`config.mk`:
```
export PLATFORM = sky130hd
export DESIGN_NAME = key_press_capture
export DESIGN_NICKNAME = d
export VERILOG_FILES = /design/src/rtl/piano_tiles_pkg.sv /design/src/rtl/key_debounce.sv /design/src/rtl/key_press_capture.sv
export SDC_FILE = /design/constraint.sdc
export NUM_CORES = 1
export LEC_CHECK = 0
export CAP_MARGIN = 20
export CORE_MARGIN = 3
export CORE_UTILIZATION = 42
export DETAILED_ROUTE_END_ITERATION = 10
export GPL_ROUTABILITY_DRIVEN = 0
export HOLD_SLACK_MARGIN = 0.05
export PLACE_DENSITY = 0.6
export SKIP_LAST_GASP = 1
export SLEW_MARGIN = 25
export SYNTH_ARGS = -nofsm -noshare
export SYNTH_HDL_FRONTEND = slang
export SYNTH_SLANG_ARGS = --single-unit
```
`constraint.sdc`:
```
create_clock -name clock -period 4.4 [get_ports clock]
set_input_delay 0.44 -clock clock [delete_from_list [all_inputs] [get_ports clock]]
set_output_delay 0.44 -clock clock [all_outputs]
set_load 0.02 [all_outputs]
```
`src/rtl/piano_tiles_pkg.sv`:
```
// Shared types and constants for the PianoTiles key input path.
package piano_tiles_pkg;

  localparam int unsigned NUM_KEYS            = 4;
  localparam int unsigned LANE_W              = 2;
  localparam int unsigned DEBOUNCE_CYCLES_50M = 500000;
  localparam int unsigned FIFO_DEPTH          = 2;

  typedef logic [LANE_W-1:0] lane_t;

  typedef struct packed {
    lane_t lane;
    logic  multi;
    logic  is_release;
  } key_evt_t;

  // Highest changed key gives the lane; more than one changed key flags multi.
  function automatic key_evt_t encode_keys(input logic [NUM_KEYS-1:0] edges,
                                           input logic                is_rel);
    key_evt_t    e;
    int unsigned n;
    e = '0;
    n = 0;
    for (int unsigned i = 0; i < NUM_KEYS; i++) begin
      if (edges[i]) begin
        e.lane = LANE_W'(i);
        n++;
      end
    end
    e.multi      = (n > 1);
    e.is_release = is_rel;
    return e;
  endfunction

endpackage

```
`src/rtl/key_debounce.sv`:
```
// Two-flop synchroniser plus saturating stability counter for one active-low key.
// deb is 1 while released, 0 while pressed.
module key_debounce #(
  parameter int unsigned DEBOUNCE_CYCLES = 500000,
  parameter int unsigned CNT_W           = 19
) (
  input  logic clock,
  input  logic reset,
  input  logic key_n,
  output logic deb
);

  logic             sync1;
  logic             sync2;
  logic [CNT_W-1:0] cnt;

  always_ff @(posedge clock) begin
    if (reset) begin
      sync1 <= 1'b1;
      sync2 <= 1'b1;
      cnt   <= '0;
      deb   <= 1'b1;
    end else begin
      sync1 <= key_n;
      sync2 <= sync1;
      if (sync2 == deb) begin
        cnt <= '0;
      end else if (cnt >= CNT_W'(DEBOUNCE_CYCLES - 1)) begin
        deb <= sync2;
        cnt <= '0;
      end else begin
        cnt <= cnt + CNT_W'(1);
      end
    end
  end

endmodule

```
`src/rtl/key_press_capture.sv`:
```
// Debounced key events queued in a 2-entry FIFO with valid/ready, plus any_down/start_pulse.
// Optional feature: define KEY_RELEASE_EVT_EN to also queue release events.
module key_press_capture
  import piano_tiles_pkg::*;
#(
  parameter int unsigned DEBOUNCE_CYCLES = DEBOUNCE_CYCLES_50M,
  parameter int unsigned CNT_W           = 19
) (
  input  logic                clock,
  input  logic                reset,
  input  logic [NUM_KEYS-1:0] key_n,
  input  logic                press_ready,
  output logic                press_valid,
  output lane_t               press_lane,
  output logic                press_multi,
  output logic                press_release,
  output logic                any_down,
  output logic                start_pulse,
  output logic                overflow
);

  logic [NUM_KEYS-1:0] deb;
  logic [NUM_KEYS-1:0] deb_q;
  logic [NUM_KEYS-1:0] fall_c;

  for (genvar g = 0; g < NUM_KEYS; g++) begin : g_key
    key_debounce #(
      .DEBOUNCE_CYCLES(DEBOUNCE_CYCLES),
      .CNT_W          (CNT_W)
    ) u_deb (
      .clock(clock),
      .reset(reset),
      .key_n(key_n[g]),
      .deb  (deb[g])
    );
  end

  always_ff @(posedge clock) begin
    if (reset) deb_q <= '1;
    else       deb_q <= deb;
  end

  assign fall_c = deb_q & ~deb;

  key_evt_t evt_c;
  logic     evt_vld_c;
  logic     lost_c;

`ifdef KEY_RELEASE_EVT_EN
  logic [NUM_KEYS-1:0] rise_c;
  key_evt_t            pend_q;
  key_evt_t            pend_d;
  logic                pend_vld_q;
  logic                pend_vld_d;

  assign rise_c = ~deb_q & deb;

  // A release coinciding with a press waits one cycle behind it.
  always_comb begin
    evt_c      = '0;
    evt_vld_c  = 1'b0;
    pend_d     = pend_q;
    pend_vld_d = 1'b0;
    lost_c     = 1'b0;
    if (pend_vld_q) begin
      evt_c     = pend_q;
      evt_vld_c = 1'b1;
      lost_c    = (|fall_c) | (|rise_c);
    end else if (|fall_c) begin
      evt_c     = encode_keys(fall_c, 1'b0);
      evt_vld_c = 1'b1;
      if (|rise_c) begin
        pend_d     = encode_keys(rise_c, 1'b1);
        pend_vld_d = 1'b1;
      end
    end else if (|rise_c) begin
      evt_c     = encode_keys(rise_c, 1'b1);
      evt_vld_c = 1'b1;
    end
  end

  always_ff @(posedge clock) begin
    if (reset) begin
      pend_q     <= '0;
      pend_vld_q <= 1'b0;
    end else begin
      pend_q     <= pend_d;
      pend_vld_q <= pend_vld_d;
    end
  end
`else
  always_comb begin
    evt_c     = encode_keys(fall_c, 1'b0);
    evt_vld_c = |fall_c;
  end
  assign lost_c = 1'b0;
`endif

  // FIFO kept as head/tail registers so the outputs come straight from flops.
  key_evt_t head_q, tail_q, head_d, tail_d;
  logic     head_vld_q, tail_vld_q, head_vld_d, tail_vld_d;
  logic     pop_c;
  logic     drop_c;

  assign pop_c = head_vld_q & press_ready;

  always_comb begin
    head_d     = head_q;
    tail_d     = tail_q;
    head_vld_d = head_vld_q;
    tail_vld_d = tail_vld_q;
    drop_c     = 1'b0;
    if (pop_c) begin
      head_d     = tail_q;
      head_vld_d = tail_vld_q;
      tail_vld_d = 1'b0;
    end
    if (evt_vld_c) begin
      if (!head_vld_d) begin
        head_d     = evt_c;
        head_vld_d = 1'b1;
      end else if (!tail_vld_d) begin
        tail_d     = evt_c;
        tail_vld_d = 1'b1;
      end else begin
        drop_c = 1'b1;
      end
    end
  end

  always_ff @(posedge clock) begin
    if (reset) begin
      head_q      <= '0;
      tail_q      <= '0;
      head_vld_q  <= 1'b0;
      tail_vld_q  <= 1'b0;
      overflow    <= 1'b0;
      any_down    <= 1'b0;
      start_pulse <= 1'b0;
    end else begin
      head_q      <= head_d;
      tail_q      <= tail_d;
      head_vld_q  <= head_vld_d;
      tail_vld_q  <= tail_vld_d;
      overflow    <= overflow | drop_c | lost_c;
      any_down    <= ~&deb;
      start_pulse <= ~&deb & ~any_down;
    end
  end

  assign press_valid   = head_vld_q;
  assign press_lane    = head_q.lane;
  assign press_multi   = head_q.multi;
  assign press_release = head_q.is_release;

endmodule
```
=== After elaboration in Yosys (flattened, before gate mapping) ===
Index checks and enable logic that the tools add are counted.

* Register bits: 104
* Bits in latches: 0
* Memory bits (writable): 0
* Bits in read-only memories: 0
* Bits of input ports: 7
* Output and inout bits: 8
* Memories: 0

* Add/subtract/negate cells: 7
* $mul: 0
* Div/mod/pow operators: 0
* Magnitude comparators: 5
* Eq/ne operators: 4
* Shift operators: 0
* Muxes and demuxes: 18
* Bitwise logic cells: 11
* Reduce and logical (&&, ||, !) cells: 12

{| class="wikitable"
|+ Operators by type and width
! kind !! number
|-
| $add A32 B1 Y32 const B || 3
|-
| $mux W32 || 3
|-
| $add A19 B1 Y19 const B || 4
|-
| $ge A19 B19 Y1 const B || 4
|-
| $gt A32 B1 Y1 const B || 1
|-
| $mux W4 || 3
|-
| $reduce_or A3 Y1 || 4
|-
| $mux W1 || 10
|-
| $reduce_and A2 Y1 || 4
|-
| $not A1 Y1 || 6
|-
| $and A4 B4 Y4 || 1
|-
| $eq A1 B1 Y1 || 4
|-
| $mux W2 || 2
|-
| $not A4 Y4 || 1
|-
| $reduce_and A4 Y1 || 1
|-
| $reduce_or A4 Y1 || 1
|-
| $reduce_and A3 Y1 || 1
|-
| $and A1 B1 Y1 || 2
|-
| $logic_not A1 Y1 || 1
|-
| $or A1 B1 Y1 || 1
|}

=== Logic depth before layout (Yosys ltp) ===
Gate-level depths: netlist of the first run.

* Word-level depth: 12
* Mapped depth: 9
* Depth with buffers taken out: 9

=== Hierarchy ===
From an unflattened synthesis of the first run, not the netlist that was laid out.

* Cell total of the unflattened synthesis: 496
* Area, all modules: 4,613.2 um^2

{| class="wikitable"
|+ Modules (own cells, without submodules)
! module !! times used !! cells each !! area each (um^2) !! seq. area each (um^2)
|-
| key_debounce || 4 || 104 || 957.2 || 440.4
|-
| key_press_capture || 1 || 80 || 784.5 || 320.3
|}

=== Worst setup path after synthesis of the first run ===
No wires, ideal clock.

* Path kind: register to register
* Start: register g_key[3].u_deb.cnt[10]
* End: register g_key[3].u_deb.cnt[10]
* Library setup time: 64 ps
* Arrival: 1,962 ps
* Required time: 4,336 ps
* Setup slack: 2,374 ps
* Cell stages (with the launch flop): 8
* Path buffers: 2
* Period minus slack after synthesis: 2,026 ps
* Cells stage by stage: dfxtp_1 -> or4_4 -> a211oi_2 -> nor2_1 -> or4_4 -> buf_6 -> buf_8 -> nor2_1

* Word-level cells in the longest chain between the ends: 2
* Elaborated cells on any way between the ends: 3

{| class="wikitable"
|+ Ends and longest elaborated chain
! item !! line !! RTL
|-
| start, declared || key_debounce.sv:15 || <nowiki>logic [CNT_W-1:0] cnt;</nowiki>
|-
| start signal, assigned || key_debounce.sv:32 || <nowiki>cnt <= cnt + CNT_W'(1);</nowiki>
|-
| $ge A19 B19 Y1 || key_debounce.sv:28 || <nowiki>end else if (cnt >= CNT_W'(DEBOUNCE_CYCLES - 1)) begin</nowiki>
|-
| $reduce_or A3 Y1 (no line) || -- ||
|}

Parallel ways exist; a longest one is shown, timed or not.
A chain may end at the register's enable or synchronous reset.

=== Final worst setup path of the first run ===
* Start: register g_key[2].u_deb.cnt[8]
* End: register g_key[2].u_deb.cnt[13]

* Word-level cells in the longest chain between the ends: 2
* Elaborated cells on any way between the ends: 3

{| class="wikitable"
|+ Ends and longest elaborated chain
! item !! line
|-
| start, declared || key_debounce.sv:15
|-
| start signal, assigned || key_debounce.sv:32
|-
| $ge A19 B19 Y1 || key_debounce.sv:28
|-
| $reduce_or A3 Y1 (no line) || --
|}

Parallel ways exist; a longest one is shown, timed or not.

==> results of run 1 <==
## Yosys cell counts, types with 7 or more instances
library cell / number / area share (%)
nor2_1: 108 / 9.0
and3_1: 8 / 1.1
ha_1: 7 / 1.9
dfxtp_1: 104 / 46
clkbuf_1: 8 / 0.67
nor4_1: 8 / 1.1
xor2_1: 42 / 8.2
inv_1: 14 / 1.2
nor3_1: 11 / 1.2
xnor2_1: 29 / 5.7
nand3_1: 26 / 2.9
and4_1: 7 / 1.4
nand2_1: 37 / 3.1
or2_2: 11 / 1.5
nand4_1: 14 / 1.9
## worst max-delay path: cells and delay by family (launching register included)
family	cells	cell delay, ps
flops	1	420
simple gates	4	1060
compound gates	1	660
## flip-flops by register name, summed over array words and instances, names as in the netlist, 2 cells and up
signal and count:
press_lane 2, g_key.u_deb.cnt 76, g_key.u_deb.sync1 4, g_key.u_deb.sync2 4
deb_q 4, g_key.u_deb.deb 4, tail_q 3
## worst paths after layout
check                                      startpoint                     end  slack [ps]  cells past startpoint
worst max-delay path            g_key[2].u_deb.cnt[8]  g_key[2].u_deb.cnt[13]        2130                      5
worst min register to register   g_key[1].u_deb.sync1    g_key[1].u_deb.sync2         420                      1
worst min-delay path             g_key[1].u_deb.sync1    g_key[1].u_deb.sync2         420                      1
worst max register to register  g_key[2].u_deb.cnt[8]  g_key[2].u_deb.cnt[13]        2130                      5
## where the power goes
group	total, uW	switching, uW	leakage (uW)	internal (uW)
clock network	596	329	0.0000960	267
registers	948	2.47	0.000840	945
logic	26.3	14.8	0.000679	11.4
## logic make-up (layout without fill, tap and decap cells)
logic type,count (synthesis),after routing
buffers and inverters,26,45
adders and majority gates,7,7
muxes,3,3
AOI/OAI and AO/OA,45,45
xor gates and xnor gates,71,71
DFF,104,104
and+or+nand+nor,254,254
## through the flow
stage	instances	hold slack (ps)	cell area [um^2]	utilization, %
after floorplan	510	389	4490	-
after global placement	649	393	4750	45.8
after detailed placement	649	397	4750	45.8
after CTS	665	421	4950	47.7
after global routing	665	435	4950	47.7
final	665	416	4950	47.7
## metal layers
layer,GRT usage (%),wire [um]
met1,18.1,3930
met4,4.54,83
met3,4.70,276
met2,22.1,3400
met5,0,0
## cell type report
| type | instances | share of cell area (%) |
|---|---|---|
| Clock inverter | 7 | 1.62 |
| Inverter | 14 | 1.06 |
| Multi-Input combinational cell | 380 | 46.3 |
| Timing Repair Buffer | 15 | 2.98 |
| Clock buffer | 9 | 2.50 |
| Sequential cell | 104 | 42.1 |
| Tap cell | 136 | 3.44 |
## cell usage in the layout, fill, tap and decap left out, drive strengths merged, types with 4 or more instances in the layout
cell type	instances
a21oi	7
a31oi	6
a41oi	4
and3	8
and4	7
clkbuf	9
clkdlybuf4s50	14
dfxtp	104
ha	7
inv	15
nand2	37
nand3	27
nand4	14
nor2	108
nor2b	6
nor3	11
nor4	8
o21a	4
o21ai	7
or2	11
or4	5
xnor2	29
xor2	42
==> key figures, run 1 <==
Timing
  – Minimum clock period after layout: roughly 2300 ps
  – Fin. Hold Viols: 0
  – Slew @ Worst Pin: between 800 and 900 ps
  – Slew headroom: 44.3%
  – Final Cycle Share: about half
  – RSZ-0062 raised after global routing: no
  – Slew Viols, Final: 0
  – Fmax: 440 MHz
  – Worst Clk Skew: about 10 ps
  – Final setup viols: 0
  – Sum Neg Setup Slack: 0 ps
  – PnR worst setup slack: around 2100 ps

Pwr
  – Total chip power: between 1500 and 2000 uW
  – Pwr dens: between 300 and 400 nW/um^2
  – Maximum VDD drop: around 0.17 mV
  – P_leak: 0.00162 uW

Logic synthesis
  – Synth Register Bits: 104
  – YS warnings: 0
  – Main synth FF type: dfxtp_1
  – Sequential cell area fraction in the yosys report: a little under half
  – Post-Synthesis Cell Area: between 4000 and 5000 um^2
  – Synth Area in Adders: 1.95%
  – Cells after synthesis: 510
  – Post-Synthesis Net Count: 524
  – Mux cell area share after synthesis: 0.668%
  – Share of flip-flops with an asynchronous set or reset: 0%
  – Synthesized area per cell: just under 9 um^2
  – Main combinational cell family by area after synthesis: simple AND/OR/NAND/NOR gates
  – Simple-Gate Fraction of Synth Area: 27.5%
  – Cell variety after synth: 50
  – Number of synthesized flops with an enable pin: 0
  – Synth Area in Compound Gates: just over 7%
  – XOR/XNOR Fraction of Synth Area: between 10% and 20%

Critical path
  – CP arrival: approximately 2500 ps
  – CP startpoint kind: flop
  – Critical path, cell by cell: or4bb_1 -> nor4_1 -> nor3_1 -> a21oi_2 -> nor2_1
  – Crit-path slowest cell: a21oi_2
  – Delay of the slowest critical-path stage: between 600 and 700 ps
  – Crit path max fanout: 19
  – Required time at the worst-slack endpoint: between 4000 and 5000 ps
  – Crit path kind: reg -> reg
  – CP endpoint kind: flop

Placement
  – Pre-CTS setup slack: roughly 2000 ps
  – Detailed Place HPWL: between 5 and 6 mm
  – # port buffers: 14

Clock tree
  – CTS-repair resized insts: 0
  – H-tree depth: 3
  – Hold-fix buffers, CTS: 0
  – Skew-Pair Late Insertion Delay: 370 ps
  – Post-CTS setup buffer count: 0
  – CTS tree: built
  – Root Buffer: clkbuf_8
  – Total CTS buffers: 9
  – Clk buf depth: 2
  – Sink Count: 104
  – Clock Pin Slew Worst Setup and Hold Paths: approximately 100 ps

Detailed routing
  – Routed vias/inst: roughly 5
  – Drc violations: 0
  – Antenna Violating Nets Remaining: 0
  – Avg WL per Cell: around 12 um
  – Total wire length: around 7.7 mm
  – First-pass DRT Iterations: 4
  – Via count: around 3400
  – First DRT Iteration DRCs: 156

Floorplan
  – Die Area: 12000 um^2
  – Core area: 10400 um^2
  – IO Count: 15
  – # rows: 37
  – Die extent in y: roughly 110 um
  – Starting density of the core: a little over two fifths
  – Die X: approximately 110 um

Global routing
  – Vias in the first global route: 3101
  – GRT Overall Usage: roughly 14%
  – First-pass GRT wire length: between 10 and 15 mm
  – Largest net degree at the start of global routing: 33
  – GR Overflow Total: 0
  – Initial antenna violation count: 0

Final layout
  – Post-layout nets: roughly 540
  – Area of the multi-input gates: between 2000 and 2500 um^2
  – Fill count: approximately 1000
  – Area delta synth->final: 10.2%
  – Share of layout cells above drive strength 1: between 6 and 7%
  – Register area: approximately 2100 um^2
  – Diode count: 0

Job
  – Maxcap violations: 0

Hold path
  – Hold Crit Class: reg -> reg

Status
  – Run status: completed
(Power assumes the default switching activity.)
==> inputs of run 2 (changes only) <==
- clock period: 4.4 -> 2.4 ns (I/O delays scaled with it)
==> run 2 against run 1 <==
  * Sequential power is 84% higher
  * Maximum frequency is 8.4% higher
  * Clock skew is 0.70 ps lower
  * Clock-buffer cell count stayed put
  * Highest routed layer unchanged
==> key figures, run 2 (synthesized netlist as in run 1, its figures left out) <==
Status
  – Run status: completed

Critical path
  – Crit path max fanout: 19 (unchanged)
  – Required time at the worst-slack endpoint: 2690 ps (-1950 ps)
  – CP startpoint kind: flop
  – Worst R2R Setup Slack: 300 ps (-1820 ps)
  – Register-to-Register Path Depth: 5 (unchanged)
  – R2r endpoint: g_key[1].u_deb.cnt[2]
  – CP arrival: 2390 ps (-120 ps)
  – Worst R2R Start: g_key[1].u_deb.cnt[10]
  – Crit path kind: reg -> reg
  – CP endpoint kind: flop

Detailed routing
  – Routed vias/inst: 5.00 (-1.5%)
  – First-pass DRT Iterations: 4 (unchanged)
  – Drc violations: 0 (unchanged)
  – Via count: 3342 (-1.0%)
  – Total wire length: 7.52 mm (-2.2%)
  – Antenna Violating Nets Remaining: 0 (unchanged)
  – Avg WL per Cell: 11.3 um (-2.6%)
  – First DRT Iteration DRCs: 137 (-12%)

Timing
  – Slew Viols, Final: 0 (unchanged)
  – Fmax: 477 MHz (+8.4%)
  – RSZ-0062 raised after global routing: no
  – Final Cycle Share: 87.3% (+36 points)
  – Slew @ Worst Pin: 752 ps (-83.7 ps)
  – Sum Neg Setup Slack: 0 ps (unchanged)
  – Slew headroom: 49.4% (+5.1 points)
  – Final setup viols: 0 (unchanged)
  – Minimum clock period after layout: 2100 ps (-176 ps)
  – Worst Clk Skew: 9.58 ps (-0.700 ps)
  – Fin. Hold Viols: 0 (unchanged)

Global routing
  – GRT Overall Usage: 13.6% (-0.37 points)
  – Largest net degree at the start of global routing: 20 (-39%)
  – Vias in the first global route: 2953 (-4.8%)
  – First-pass GRT wire length: 13.3 mm (-2.1%)
  – Initial antenna violation count: 0 (unchanged)
  – GR Overflow Total: 0 (unchanged)

Floorplan
  – Die X: 109 um (unchanged)
  – Die extent in y: 109 um (unchanged)
  – Core area: 10400 um^2 (unchanged)
  – IO Count: 15 (unchanged)
  – Die Area: 12000 um^2 (unchanged)
  – Starting density of the core: 43.3% (unchanged)
  – # rows: 37 (unchanged)

Job
  – Maxcap violations: 0 (unchanged)

Clock tree
  – Clock Pin Slew Worst Setup and Hold Paths: 100 ps (about the same)
  – Post-CTS setup buffer count: 0 (unchanged)
  – Sink Count: 104 (unchanged)
  – Skew-Pair Late Insertion Delay: 360 ps (about the same)
  – Total CTS buffers: 9 (unchanged)
  – Root Buffer: clkbuf_8
  – H-tree depth: 3 (unchanged)
  – Hold-fix buffers, CTS: 0 (unchanged)
  – CTS-repair resized insts: 0 (unchanged)
  – Clk buf depth: 2 (unchanged)
  – CTS tree: built

Hold path
  – HP Start: any_down
  – WHS Endpoint: start_pulse
  – Hold Path Cell Cnt: 1 (unchanged)
  – Hold Crit Class: reg -> reg

Final layout
  – Share of layout cells above drive strength 1: 6.95% (+0.53 points)
  – Post-layout nets: 541 (+0.56%)
  – Max reg flops: 76 (unchanged)
  – Fill count: 1026 (-1.1%)
  – Area delta synth->final: 10.6%
  – Commonest non-fill, non-tap cells in the layout: nor2_1 (108), dfxtp_1 (104), xor2_1 (42)
  – Diode count: 0 (unchanged)
  – Largest Register: g_key.u_deb.cnt
  – Most common cell after layout, fill and taps aside: nor2_1

Placement
  – Detailed Place HPWL: 5.22 mm (-2.4%)
  – # port buffers: 14 (unchanged)

Pwr
  – Maximum VDD drop: 0.327 mV (+92%)
  – Pwr dens: 581 nW/um^2 (+83%)
  – P_leak: 0.00164 uW (+1.3%)
  – Total chip power: 2890 uW (+84%)
## run 2: cell count changes in the layout (fill, tap and decap cells not counted), sizes merged
cell,before,now
clkinvlp,2,0
buf,1,4
clkinv,3,4
inv,15,16
## run 2: metrics by stage
step                std cells  instance area, um^2  utilization (%)  setup slack (ps)  hold slack [ps]
CTS                       668                 4970             47.9               254              405
finish                    668                 4970             47.9               304              412
global route              668                 4970             47.9               122              405
detailed placement        652                 4770             46.0               292              397
global placement          652                 4770             46.0               377              395
floorplan                 510                 4490                -               374              344
## run 2: per-layer routing
metal / part of all wire, % / global-route usage, % / vias to the layer above
met5: 0 / 0 / -
met2: 42 / 20.5 / 31
met4: 2.0 / 6.68 / 0
met3: 2.6 / 2.70 / 10
met1: 53 / 18.7 / 1528
li1: - / - / 1773
## run 2: cell type report
cell class / count / area, um^2 / area share [%]
Sequential cell: 104 / 2080 / 41.9
Clock inverter: 7 / 78.8 / 1.59
Timing Repair Buffer: 18 / 170 / 3.42
Clock buffer: 9 / 124 / 2.49
Tap cell: 136 / 170 / 3.42
Inverter: 14 / 52.6 / 1.06
Multi-Input combinational cell: 380 / 2290 / 46.1
## run 2: where the power goes
part           internal (uW)  switching (uW)
combinational           23.6            28.4
sequential              1730            4.64
clock                    494             606
total                   2250             639
## run 2: worst max path at each step
stage	slack [ps]	from	depth (start not counted)	to
after floorplan	370	g_key[3].u_deb.cnt[10]	7	g_key[3].u_deb.cnt[10]
after global placement	380	g_key[1].u_deb.cnt[10]	5	g_key[1].u_deb.cnt[8]
after global routing	120	g_key[1].u_deb.cnt[10]	5	g_key[1].u_deb.cnt[2]
after detailed placement	290	g_key[1].u_deb.cnt[10]	5	g_key[1].u_deb.cnt[2]
final	300	g_key[1].u_deb.cnt[10]	5	g_key[1].u_deb.cnt[2]
after CTS	250	g_key[1].u_deb.cnt[10]	5	g_key[1].u_deb.cnt[2]
## run 2: critical path, stage by stage (launching register included)
cell	delay (ps)
dfxtp_1	370
or4_1	510
or3_1	340
o21ai_1	230
nand3_2	360
nor2_1	200
==> inputs of run 3 (changes only) <==
- CTS_CLUSTER_DIAMETER: default -> 100
==> results of run 3 <==
Final layout, timing and power as in run 2 (identical DEF).
